### config.mk
export PLATFORM = sky130hd
export DESIGN_NAME = shifter_arbiter
export DESIGN_NICKNAME = d
export VERILOG_FILES = /design/src/rtl/shifter_arbiter.sv
export SDC_FILE = /design/constraint.sdc
export NUM_CORES = 1
export LEC_CHECK = 0
export ABC_AREA = 1
export CAP_MARGIN = 20
export CELL_PAD_IN_SITES_DETAIL_PLACEMENT = 0
export CELL_PAD_IN_SITES_GLOBAL_PLACEMENT = 1
export CORE_MARGIN = 2
export CORE_UTILIZATION = 40
export DETAILED_ROUTE_END_ITERATION = 8
export DONT_BUFFER_PORTS = 1
export PLACE_DENSITY_LB_ADDON = 0.1
export SLEW_MARGIN = 20
export SYNTH_ARGS = -nofsm -noshare
export SYNTH_HDL_FRONTEND = slang
export SYNTH_SLANG_ARGS = --single-unit
### constraint.sdc
create_clock -name clk -period 2.63 [get_ports clk]
set_input_delay 0.1315 -clock clk [delete_from_list [all_inputs] [get_ports clk]]
set_output_delay 0.1315 -clock clk [all_outputs]
set_load 0.02 [all_outputs]
### src/rtl/shifter_arbiter.sv
// shifter_arbiter: two requesters share one 16-bit barrel shifter through a round-robin
// arbiter feeding a single-entry result register with valid/ready handshakes.
module barrel_shifter16 (
  input  logic [15:0] In,
  input  logic [3:0]  ShAmt,
  input  logic        shift_rotate,
  input  logic        left_right,
  output logic [15:0] Out
);
  logic [31:0] dbl_l, dbl_r;
  always_comb begin
    dbl_l = {In, In} << ShAmt;
    dbl_r = {In, In} >> ShAmt;
    Out = left_right ? (shift_rotate ? In << ShAmt : dbl_l[31:16])
                     : (shift_rotate ? In >> ShAmt : dbl_r[15:0]);
  end
endmodule

module shifter_arbiter (
  input  logic        clk,
  input  logic        rst,
  input  logic        r0_valid,
  input  logic        r1_valid,
  output logic        r0_ready,
  output logic        r1_ready,
  input  logic [15:0] r0_in,
  input  logic [15:0] r1_in,
  input  logic [3:0]  r0_amt,
  input  logic [3:0]  r1_amt,
  input  logic        r0_sr,
  input  logic        r1_sr,
  input  logic        r0_lr,
  input  logic        r1_lr,
  output logic        res_valid,
  input  logic        res_ready,
  output logic [15:0] res_data,
  output logic        res_id
);
  typedef enum logic {EMPTY, FULL} state_t;
  state_t      state;
  logic        last_grant, grant0, grant1, slot_free, accept;
  logic [15:0] sh_in, sh_out;
  logic [3:0]  sh_amt;
  logic        sh_sr, sh_lr;
  // the requester that did not win last time has priority under contention
  always_comb begin
    grant0    = r0_valid & (~r1_valid | last_grant);
    grant1    = r1_valid & (~r0_valid | ~last_grant);
    slot_free = (state == EMPTY) | res_ready;
    r0_ready  = rst & slot_free & grant0;
    r1_ready  = rst & slot_free & grant1;
    accept    = r0_ready | r1_ready;
    sh_in     = grant1 ? r1_in  : r0_in;
    sh_amt    = grant1 ? r1_amt : r0_amt;
    sh_sr     = grant1 ? r1_sr  : r0_sr;
    sh_lr     = grant1 ? r1_lr  : r0_lr;
  end
  barrel_shifter16 u_shifter (
    .In(sh_in),
    .ShAmt(sh_amt),
    .shift_rotate(sh_sr),
    .left_right(sh_lr),
    .Out(sh_out)
  );
  always_ff @(posedge clk) begin
    if (!rst) begin
      state      <= EMPTY;
      res_data   <= 16'h0000;
      res_id     <= 1'b0;
      last_grant <= 1'b1;
    end else if (accept) begin
      state      <= FULL;
      res_data   <= sh_out;
      res_id     <= r1_ready;
      last_grant <= r1_ready;
    end else if (res_ready) begin
      state <= EMPTY;
    end
  end
  assign res_valid = (state == FULL);
endmodule

# [After elaboration in Yosys (flattened, before gate mapping)]
# Cells that the tools add are included.
[totals] reg_bits=19 out_inout_bits=20 word_cells=31
[classes] n_shift=4 muxes=9 bitwise=13 reduce_logical=1
[ops] op="$mux W16" count=4
[ops] op="$shl A32 B4 Y32" count=1
[ops] op="$shr A32 B4 Y16" count=1
[ops] op="$shl A16 B4 Y16" count=1
[ops] op="$shr A16 B4 Y16" count=1
[ops] op="$and A1 B1 Y1" count=5
[ops] op="$mux W1" count=4
[ops] op="$mux W4" count=1
[ops] op="$not A1 Y1" count=4
[ops] op="$or A1 B1 Y1" count=4
[ops] op="$reduce_bool A2 Y1" count=1

# [Longest topological paths before layout]
# Gate-level depths: netlist of the first run.
[depth] word_depth=7 ltp_mapped=16

# [Cells and area by module]
# From an unflattened synthesis of the first run, not the netlist that was laid out.
[unflattened] cells_unflattened=592 area_unflattened_um2=3161.8
[by_module_without_submodules] mod="barrel_shifter16" n_inst=1 cells_each=397 area_each_um2=1974.4 seq_area_each_um2=0.0
[by_module_without_submodules] mod="shifter_arbiter" n_inst=1 cells_each=195 area_each_um2=1187.4 seq_area_each_um2=380.4

# [Worst setup path after synthesis of the first run]
# No wires, ideal clock.
[synth_timing] kind="reg2reg" startpoint="register last_grant" endpoint="register res_data[7]" arrival_time_ns=1.646 required_time_ns=2.521 setup_slack_ns=0.876 path_stages_with_launch=11 path_buffers=2 synth_period_minus_slack_ns=1.754 cell_sequence="dfxtp_1 > nand2_2 > nand2_4 > buf_2 > nor2_1 > nor2_1 > inv_2 > clkbuf_1 > nand3_1 > nand2_1 > inv_1"
[synth_via] word_cells_on_any_way=19
[synth_rtl] item="start, declared" line_no="41" text="logic last_grant, grant0, grant1, slot_free, accept;"
[synth_rtl] item="start signal, assigned" line_no="75" text="last_grant <= r1_ready;"
[synth_rtl] item="$not A1 Y1" line_no="48" text="grant1 = r1_valid & (~r0_valid | ~last_grant);"
[synth_rtl] item="$or A1 B1 Y1" line_no="48"
[synth_rtl] item="$and A1 B1 Y1" line_no="48"
[synth_rtl] item="$and A1 B1 Y1" line_no="51" text="r1_ready = rst & slot_free & grant1;"
[synth_rtl] item="net r1_ready" line_no="25" text="output logic r1_ready,"
[synth_rtl] item="$or A1 B1 Y1" line_no="52" text="accept = r0_ready | r1_ready;"
[synth_rtl] item="end signal, assigned" line_no="73" text="res_data <= sh_out;"
[synth_rtl] item="end, declared" line_no="36" text="output logic [15:0] res_data,"
# The timed path passes the listed nets, and every way through them passes these cells.
# A chain may end at the register's enable or synchronous reset.

# [Worst setup path in the final report of the first run]
[layout_timing] startpoint="register last_grant" endpoint="register res_data[2]"
[layout_via] elab_chain_cells=7 word_cells_on_any_way=19
[layout_lines] item="$not A1 Y1" line_no="48"
[layout_lines] item="$or A1 B1 Y1" line_no="48"
[layout_lines] item="$and A1 B1 Y1" line_no="48"
[layout_lines] item="$mux W16 or $mux W4 (tied branches)" line_no="53, 54"
[layout_lines] item="$shr A32 B4 Y16, or another cell as far along" line_no="13" text="dbl_r = {In, In} >> ShAmt;"
[layout_lines] item="$mux W16, on equally long branches" line_no="15, 14"
[layout_lines] item="$mux W16" line_no="14" text="Out = left_right ? (shift_rotate ? In << ShAmt : dbl_l[31:16])"
# Several ways; a longest one is shown, not always the timed one.

==> results of run 1 <==
## state kept, by name, indices dropped and copies added, names as in the netlist
register	flops
res_data	16
last_grant	1
res_id	1
res_valid	1
## routing by layer
metal	up-vias	global-route usage	wire (um)	share of wire
li1	1967	-	-	-
met1	1775	0.324	4650	0.42
met2	144	0.464	5300	0.48
met3	44	0.0304	580	0.052
met4	0	0.157	614	0.055
met5	-	0	0	0
## worst paths after layout
path,start,end,slack (ns),cells after the start
max,last_grant,res_data[2],0.36,11
min,rst,res_data[6],0.007,2
max reg2reg,last_grant,res_data[2],0.36,11
min reg2reg,res_id,res_id,0.59,2
## cells in the mapped netlist
cell        n
nand2_1   263
nand3_1   180
inv_1      32
buf_2      19
dfxtp_1    19
o21ai_0    17
a21oi_1    14
nor2_1     12
nand3b_1   11
clkbuf_1    8
buf_4       7
buf_6       6
o21ai_1     6
nand2_2     5
inv_2       3
o21ai_2     3
nand4_1     2
o211ai_1    2
a21boi_0    1
a21oi_2     1
nand2_4     1
nor2_2      1
## timing repair
item	CTS	global route
hold buffers	1	1
buffers inserted	0	0
hold endpoints to repair	4	2
## critical path: stages, from the launching register on
cell and delay (ns):
dfxtp_1 0.35, nand2_2 0.17, nand2_4 0.20, nand2_1 0.08, o21ai_2 0.07, inv_1 0.07, buf_4 0.18, nor2_1 0.49
nand4_1 0.17, nand3_1 0.19, nand2_1 0.07, a21oi_1 0.13
## power by group
part	leakage, nW	internal [W]	switching [W]
clock	0.0255	0.000106	0.000118
sequential	0.157	0.000319	0.0000549
combinational	1.55	0.000252	0.000563
total	1.73	0.000677	0.000736
## cell type report
class	instances	area [um2]
Multi-Input combinational cell	519	2320
Tap cell	99	124
Inverter	35	131
Sequential cell	19	380
Fill cell	897	4260
Clock buffer	3	41.3
Timing Repair Buffer	14	110
Clock inverter	1	5.00
## kinds of logic after synthesis
family                 count (synthesis)  synth area share
buffers and inverters                 75             0.122
DFF                                   19             0.124
and+or+nand+nor                      475             0.675
AOI/OAI and AO/OA                     44            0.0789
## stage by stage
step                worst slack, ns   util  hold WS [ns]  instance area (um2)
global route                 0.0958  0.422       0.00666                 3110
finish                        0.358  0.422       0.00714                 3110
CTS                           0.378  0.421       0.00262                 3100
detailed placement            0.406  0.413         0.277                 3050
global placement              0.419  0.413         0.281                 3050
floorplan                     0.876      -         0.345                 3080
## placed cells by master (no fill, tap or decap)
| cell type | count |
|---|---|
| nand3b_1 | 11 |
| a21oi_1 | 14 |
| clkinv_2 | 1 |
| nand3_1 | 180 |
| nor2_2 | 1 |
| buf_4 | 12 |
| clkbuf_8 | 3 |
| inv_2 | 3 |
| dfxtp_1 | 19 |
| a21oi_2 | 1 |
| inv_1 | 32 |
| o21ai_2 | 3 |
| nand2_1 | 263 |
| o21ai_1 | 6 |
| nor2_1 | 12 |
| nand2_4 | 1 |
| o211ai_1 | 2 |
| dlygate4sd3_1 | 2 |
| o21ai_0 | 17 |
| nand2_2 | 5 |
| nand4_1 | 2 |
| a21boi_0 | 1 |
==> summary.md, run 1 <==
| Metric | Value |
|---|---|
| Status | complete, no violations |
| HP Class | input pin to register |
| CTS resizes | 0 |
| Reg clk slew, reported paths | approximately 0.090 ns |
| Cells after Synth | roughly 610 |
| Cell Rows | 31 |
| Synth top area share | 0.321 |
| Mapped Avg Cell Area | approximately 5.0 um2 |
| PwrDens | 454 nW/um2 |
| Pleak | 1.73 nW |
| Residual DRC | 0 |
| Diode count | 0 |
| Maximum number of pins on one net before global-route repair | 38 |
| Initial DRC count | between 300 and 400 |
| Yosys reg bits | 19 |
| RSZ-0062 raised after global routing | no |
| Post-Route Skew | 0.0102 ns |
| Fin crit period | 2.27 ns |
| Yosys warnings | 0 |
| Root Buffer | clkbuf_8 |
| Rel. slew slack | 0.588 |
| Max IR drop VDD | ~0.20 mV |
| Die area | 8410 um2 |
| CP max FO | 15 |
| Mapped Nets | about 660 |
| Area Growth Syn to Fin | 1.14% |
| Filler-free cell count of the finished design | between 600 and 700 |
| H-tree depth | 1 |
| Synth top area cells | nand2_1 32%, nand3_1 29%, dfxtp_1 12% |
| # clock sinks | 19 |
| GRT Total Usage | 0.270 |
| Unique masters post-synth | 22 |
| First-pass DRT Iterations | 5 |
| TNS Setup | 0 ns |
| CP Capture Type | register |
| Req. time, crit path | 2.83 ns |
| WP data arrival | around 2.5 ns |
| Post-synthesis sequential area ratio | 0.124 |
| Post-route ant nets | 0 |
| RD Place Congestion | about 0.98 |
| Routed WL | between 10,000 and 15,000 um |
| Initial core utilization | 0.417 |
| Setup CP Type | register to register |
| # nets final | about 640 |
| Initial antenna violation count | 0 |
| First-pass GRT wire length | ~18,000 um |
| Die H | between 90 and 100 um |
| GR Overflow Total | 0 |
| # setup viols final | 0 |
| Avg WL per Cell | approximately 16 um |
| CTS tree | built |
| Worst setup SP type | register |
| Largest area contributor in the netlist | nand2_1 |
| Number of global-route vias before repair | approximately 3,800 |
| Final HPWL DP | around 8500 um |
| Tot Pwr | about 0.0014 W |
| PortBufs | 0 |
| Post-Syn Area | roughly 3100 um2 |
| Core area | 7370 um2 |
| IO Pins | between 60 and 70 |
| Period utilisation layout | 0.864 |
| Final Hold Fails | 0 |
| DIE WIDTH | between 90 and 100 um |
| Vias per cell | about 5.7 |
| Detailed-route via count | around 3,900 |
| CTS max path bufs | 2 |
| Max-Cap Viols | 0 |
| Max Transition Viols Final | 0 |
| Share of layout cells above drive strength 1 | 0.0508 |
| Worst Tran Pin Value | ~0.6 ns |
| Placed cells | between 600 and 700 |
| Peak Freq | 440 MHz |
| Worst-skew pair later-pin latency | roughly 0.27 ns |
| Num CTS Buffers | 3 |
No activity file was read; power rests on OpenSTA's default activity.
==> run 2: changes to the inputs <==
==> constraint.sdc (replaced) <==
create_clock -name clk -period 2.63 [get_ports clk]
set_input_delay 0.3945 -clock clk [delete_from_list [all_inputs] [get_ports clk]]
set_output_delay 0.3945 -clock clk [all_outputs]
set_load 0.02 [all_outputs]
==> run 2 against run 1 <==
Net effect: wire length increased by 4.8%; sequential share of layout area about the same; sequential cell count unchanged; fmax decreased by 4.3%; via count increased by 1.2%; first-iteration DRC count unchanged; worst setup slack got worse by 0.10 ns; final cell count unchanged; total power about the same; non-clock buffer count unchanged; combinational power increased by 2%; largest power group unchanged.
==> summary.md, run 2 (synthesis results as in run 1) <==
| Metric | Value |
|---|---|
| Filler-free cell count of the finished design | just under 700 |
| RR Startpoint | last_grant |
| Setup CP Type | register to register |
| Maximum number of pins on one net before global-route repair | 38 |
| Root Buffer | clkbuf_8 |
| Hold-fix buffers, CTS | 0 |
| Most frequent cells in the layout | 263 x nand2_1, 180 x nand3_1, 32 x inv_1, 19 x dfxtp_1, 17 x o21ai_0 |
| H-tree depth | 1 |
| Req. time, crit path | between 2 and 3 ns |
| CP max stage delay | about 0.34 ns |
| Initial antenna violation count | 0 |
| Period utilisation layout | 0.903 |
| Worst slack, placed | approximately 0.21 ns |
| Final Hold Fails | 0 |
| Diode count | 0 |
| TNS Setup | 0 ns |
| Peak Freq | around 420 MHz |
| HP Class | input pin to register |
| GRT Total Usage | 0.285 |
| GR Layer Usage met3 | 0.0238 |
| Num CTS Buffers | 3 |
| # clock sinks | 19 |
| Met1 track demand over resource | 0.351 |
| Cells on worst reg2reg path | 12 |
| WHS Endpoint | last_grant |
| Flop-to-flop setup slack | 0.26 ns |
| Final HPWL DP | between 8000 and 9000 um |
| Fin crit period | roughly 2.4 ns |
| PortBufs | 0 |
| Multi-input gate area | about 2300 um2 |
| Register Area | 380 um2 |
| FF-to-FF End | res_data[0] |
| Worst-skew pair later-pin latency | around 0.26 ns |
| Placed cells | ~690 |
| Commonest non-fill, non-tap cell in the layout | nand2_1 |
| CP max-delay cell | dfxtp_1 |
| CTS max path bufs | 2 |
| Die H | a little over 90 um |
| Setup bufs post-CTS | 0 |
| RD Place Congestion | 0.924 |
| Buf/Inv on CP | 0 |
| Reg clk slew, reported paths | ~0.080 ns |
| Worst setup SP type | register |
| GR Overflow Total | 0 |
| Max IR drop VDD | approximately 0.17 mV |
| Area Growth Syn to Fin | 0.935% |
| Die area | around 8400 um2 |
| CTS resizes | 0 |
| # setup viols final | 0 |
| CP max FO | 21 |
| # nets final | roughly 640 |
| Core area | 7370 um2 |
| PwrDens | around 450 nW/um2 |
| M2 GR Usage | 0.516 |
| Status | complete, no violations |
| Cell Rows | 31 |
| CP Capture Type | register |
| DIE WIDTH | between 90 and 100 um |
| Filler Cells Inserted | slightly below 900 |
| Detailed-route via count | approximately 4,000 |
| Initial core utilization | 0.417 |
| Hold path start | rst |
| Register bank with the most flops | res_data |
| CP most frequent cell | nand2_1 |
| Post-route ant nets | 0 |
| Residual DRC | 0 |
| Post-Route Skew | about 0.0056 ns |
| Avg WL per Cell | 16.9 um |
| RSZ-0062 raised after global routing | no |
| Worst Tran Pin Value | between 0.6 and 0.7 ns |
| First-pass DRT Iterations | 5 |
| Routed WL | approximately 12,000 um |
| Most Used Layer, Global Route | met2 |
| CTS tree | built |
| Number of global-route vias before repair | about 3,800 |
| First-pass GRT wire length | 19,300 um |
| Vias per cell | slightly below 6 |
| Largest register FFs | 16 |
| IO Pins | 69 |
| Max Transition Viols Final | 0 |
| Initial DRC count | between 300 and 400 |
| Share of layout cells above drive strength 1 | 0.0525 |
| Max-Cap Viols | 0 |
| Worst path cell trace | nand2_2 > nand2_4 > nand2_1 > nand2_2 > nand2_1 > nand3_1 > nand3_1 > nand2_1 > nand2_1 > nand3_1 > nand2_1 > a21oi_1 |
| CP top delay family | simple AND/OR/NAND/NOR gates |
| Pleak | 1.73 nW |
| Final Worst Setup Slack | roughly 0.26 ns |
| Hold Path Depth | 1 |
| WP data arrival | around 2.6 ns |
| Rel. slew slack | 0.560 |
-- run 2: cell types whose count changed in the layout (fill, tap and decap cells not counted), sizes merged --
cell         before  now
buf              12   14
clkinv            1    0
clkbuf            3    4
dlygate4sd3       2    0
-- run 2: per-stage QoR --
| stage | hold WS, ns | util | power (W) | instance area, um2 |
|---|---|---|---|---|
| floorplan | 0.518 | - | 0.00103 | 3080 |
| global placement | 0.505 | 0.415 | 0.00120 | 3060 |
| detailed placement | 0.500 | 0.415 | 0.00120 | 3060 |
| CTS | 0.229 | 0.421 | 0.00141 | 3110 |
| global route | 0.227 | 0.421 | 0.00156 | 3110 |
| finish | 0.234 | 0.421 | 0.00141 | 3110 |
-- run 2: where the power goes --
group | total (W) | internal, W | leakage [nW] | switching [W]
Clock | 0.000209 | 0.000108 | 0.0228 | 0.000101
Combinational | 0.000829 | 0.000253 | 1.55 | 0.000575
Sequential | 0.000374 | 0.000319 | 0.157 | 0.0000555
Total | 0.00141 | 0.000680 | 1.73 | 0.000732
-- run 2: layer usage --
layer | up-vias | routed length [um]
met5 | - | 0
li1 | 1968 | -
met3 | 22 | 689
met2 | 141 | 5930
met1 | 1848 | 4710
met4 | 0 | 347
-- run 2: area by class of cell --
cell class | count | share of cell area
multi-input cells | 519 | 0.747
flip-flops and latches | 19 | 0.122
inverters | 35 | 0.0423
well taps | 99 | 0.0399
repair buffers | 14 | 0.0338
clock buffers | 4 | 0.0145
-- run 2: how the worst max path moves through the flow --
stage          cells after the start  slack [ns]        from          end
3_5_place_dp                      11        0.21    r0_valid  res_data[8]
5_1_grt                           13        0.02  last_grant  res_data[9]
4_1_cts                           12        0.27  last_grant  res_data[0]
2_1_floorplan                     10        0.78    r0_valid  res_data[7]
3_3_place_gp                      11        0.24    r0_valid  res_data[8]
6_report                          12        0.26  last_grant  res_data[0]
==> run 3: changes to the inputs <==
ABC_AREA = 0   (was 1)
==> run 3 against run 2 <==
Net effect: die area is 26% higher; worst setup slack lost 0.13 ns; final cell count shrank 19%; clock skew fell by 0.0037 ns; synthesized cell count is 28% lower; largest power group unchanged.
==> summary.md, run 3 <==
| Metric | Value |
|---|---|
| Register bank with the most flops | res_data |
| Synth top area share | 0.329 |
| Hold-fix buffers, CTS | 0 |
| Worst setup path startpoint | last_grant |
| Unique masters post-synth | 55 |
| Cells after Synth | 443 |
| Met1 WL | 6350 um |
| RR Startpoint | last_grant |
| Post-Route Skew | between 0.0015 and 0.002 ns |
| Root Buffer | clkbuf_8 |
| Worst slack, placed | 0.116 ns |
| Cells on worst reg2reg path | 8 |
| Setup CP Type | register to register |
| DR top layer | met4 |
| Simple-gate area share of the yosys netlist | 0.139 |
| PwrDens | 349 nW/um2 |
| Synth top area cells | mux2i_1 33%, dfxtp_1 9.7%, mux4_2 8.6% |
| Metal2 WL | about 6300 um |
| Detailed-route via count | approximately 3,700 |
| Hold_ws | approximately 0.22 ns |
| Post-synth EDFFs | 0 |
| Initial core utilization | 0.407 |
| Max-Cap Viols | 0 |
| Tot Pwr | 0.00140 W |
| WP data arrival | 2.64 ns |
| Req. time, crit path | 2.77 ns |
| DR WL met3 | around 810 um |
| Filler-free cell count of the finished design | 560 |
| Initial antenna violation count | 0 |
| Area Growth Syn to Fin | 2.33% |
| Flop-to-flop setup slack | around 0.13 ns |
| Final HPWL DP | 10,900 um |
| Placed cells | between 500 and 600 |
| Diode count | 0 |
| Share of layout cells above drive strength 1 | 0.169 |
| Rel. slew slack | 0.563 |
| Synth Area in Compound Gates | 0.175 |
| Post-Synth Adder-Cell Area | 0 |
| Worst-skew pair later-pin latency | between 0.2 and 0.3 ns |
| Vias per cell | between 6 and 7 |
| Most frequent cells after synthesis | 129 x mux2i_1, 34 x nor2_1, 25 x mux2_2 |
| Initial DRC count | 270 |
| First-pass GRT wire length | around 21,000 um |
| Register Area | 380 um2 |
| GR Overflow Total | 0 |
| # clock sinks | 19 |
| CP max stage delay | approximately 0.43 ns |
| Maximum number of pins on one net before global-route repair | between 40 and 50 |
| FF-to-FF End | res_data[8] |
| H-tree depth | 1 |
| Final Hold Fails | 0 |
| Residual DRC | 0 |
| Filler Cells Inserted | about 1,000 |
| # nets final | 477 |
| Die H | a little over 100 um |
| TNS Setup | 0 ns |
| Avg WL per Cell | about 25 um |
| Die area | between 10,000 and 15,000 um2 |
| Largest register FFs | 16 |
| HP Class | input pin to register |
| Post-Syn Area | just under 4000 um2 |
| Final Worst Setup Slack | 0.130 ns |
| IO Pins | between 60 and 70 |
| Worst Tran Pin Value | between 0.6 and 0.7 ns |
| DIE WIDTH | between 100 and 150 um |
| CP Capture Type | register |
| CTS tree | built |
| Most frequent cell after synthesis | mux2i_1 |
| Setup bufs post-CTS | 0 |
| CP max-delay cell | mux2_4 |
| # setup viols final | 0 |
| Number of global-route vias before repair | about 3,600 |
| PortBufs | 0 |
| Fin crit period | roughly 2.5 ns |
| Routed WL | between 10,000 and 15,000 um |
| GRT Total Usage | 0.263 |
| Commonest non-fill, non-tap cell in the layout | mux2i_1 |
| Worst setup SP type | register |
| Most frequent cells in the layout | 129 x mux2i_1, 34 x nor2_1, 25 x mux2_2, 22 x nand2_1, 19 x dfxtp_1 |
| Post-synthesis sequential area ratio | 0.0969 |
| RSZ-0062 raised after global routing | no |
| First-pass DRT Iterations | 5 |
| Peak Freq | between 400 and 500 MHz |
| CTS max path bufs | 2 |
| Post-route ant nets | 0 |
| FFs w/ async S/R, synth | 0 |
| Xor/xnor share of the synthesized area | 0 |
| Yosys warnings | 0 |
| Worst setup path endpoint | res_data[8] |
| Core area | just under 10,000 um2 |
| Max IR drop VDD | 0.176 mV |
| Num CTS Buffers | 3 |
| Top_reg_cell synth | dfxtp_1 |
| Max Transition Viols Final | 0 |
| Cell Rows | 36 |
| Largest family of logic cells by synthesized area | multiplexers |
| Mapped Nets | just under 500 |
| Yosys reg bits | 19 |
| Reg clk slew, reported paths | approximately 0.07 ns |
| Status | complete, no violations |
| Largest area contributor in the netlist | mux2i_1 |
| CP most frequent cell | buf_4 |
| Multi-input gate area | approximately 3200 um2 |
| CTS resizes | 0 |
| RD Place Congestion | 0.938 |
| Mapped Avg Cell Area | approximately 8.9 um2 |
| Multiplexer area fraction after synthesis | 0.510 |
| Period utilisation layout | 0.950 |
| Worst path cell trace | a21boi_4 > buf_4 > mux2_4 > nand2_1 > buf_4 > o221ai_1 > a221oi_1 > nor4_1 |
| Pleak | 1.64 nW |
| CP max FO | 21 |
| Hold path start | rst |
[run 3: cell types whose count changed after synthesis, moves of 12 or more]
cell     delta
mux4_2     +15
nor3_1     +16
nor2_1     +22
nand2_1   -241
mux2i_1   +129
o22ai_1    +12
inv_1      -29
nand3_1   -167
mux2_2     +25
[run 3: cell families after synthesis]
| kind of cell | Yosys count |
|---|---|
| and+or+nand+nor | 111 |
| buffers and inverters | 43 |
| AOI/OAI and AO/OA | 96 |
| DFF | 19 |
| muxes | 174 |
[run 3: per-layer routing]
metal | GRT usage | vias to the layer above
met5 | 0 | -
met4 | 0.0789 | 0
met3 | 0.0454 | 23
met2 | 0.416 | 142
met1 | 0.365 | 1865
li1 | - | 1716
[run 3: how the worst min path moves through the flow]
stage	endpoint	slack [ns]	depth (start not counted)
floorplan	last_grant	0.52	2
global placement	last_grant	0.49	1
detailed placement	last_grant	0.50	1
CTS	last_grant	0.22	1
global route	last_grant	0.22	1
finish	last_grant	0.22	1
[run 3: per-stage QoR]
step	util	instance area, um2
2_1_floorplan	-	3920
3_3_place_gp	0.412	3970
3_5_place_dp	0.412	3970
4_1_cts	0.417	4020
5_1_grt	0.417	4020
6_report	0.417	4020
[run 3: cell type report]
| cell class | instances | share of cell area |
|---|---|---|
| multi-input cells | 381 | 0.806 |
| repair buffers | 20 | 0.0436 |
| inverters | 3 | 0.00280 |
| clock buffers | 4 | 0.0112 |
| well taps | 133 | 0.0414 |
| flip-flops and latches | 19 | 0.0947 |
[run 3: critical path, delay by kind of cell, from the launching register on]
| kind | cells | cell delay [ns] |
|---|---|---|
| buffers and inverters | 2 | 0.42 |
| multiplexers | 1 | 0.43 |
| flip-flops | 1 | 0.36 |
| AND/OR/NAND/NOR | 2 | 0.32 |
| AO/OA/AOI/OAI | 3 | 0.85 |
[run 3: report_power, final]
group / internal, W / switching (W) / leakage (nW) / total, W
Sequential: 0.000324 / 0.0000686 / 0.158 / 0.000393
Combinational: 0.000356 / 0.000443 / 1.46 / 0.000799
Clock: 0.000108 / 0.000103 / 0.0228 / 0.000211
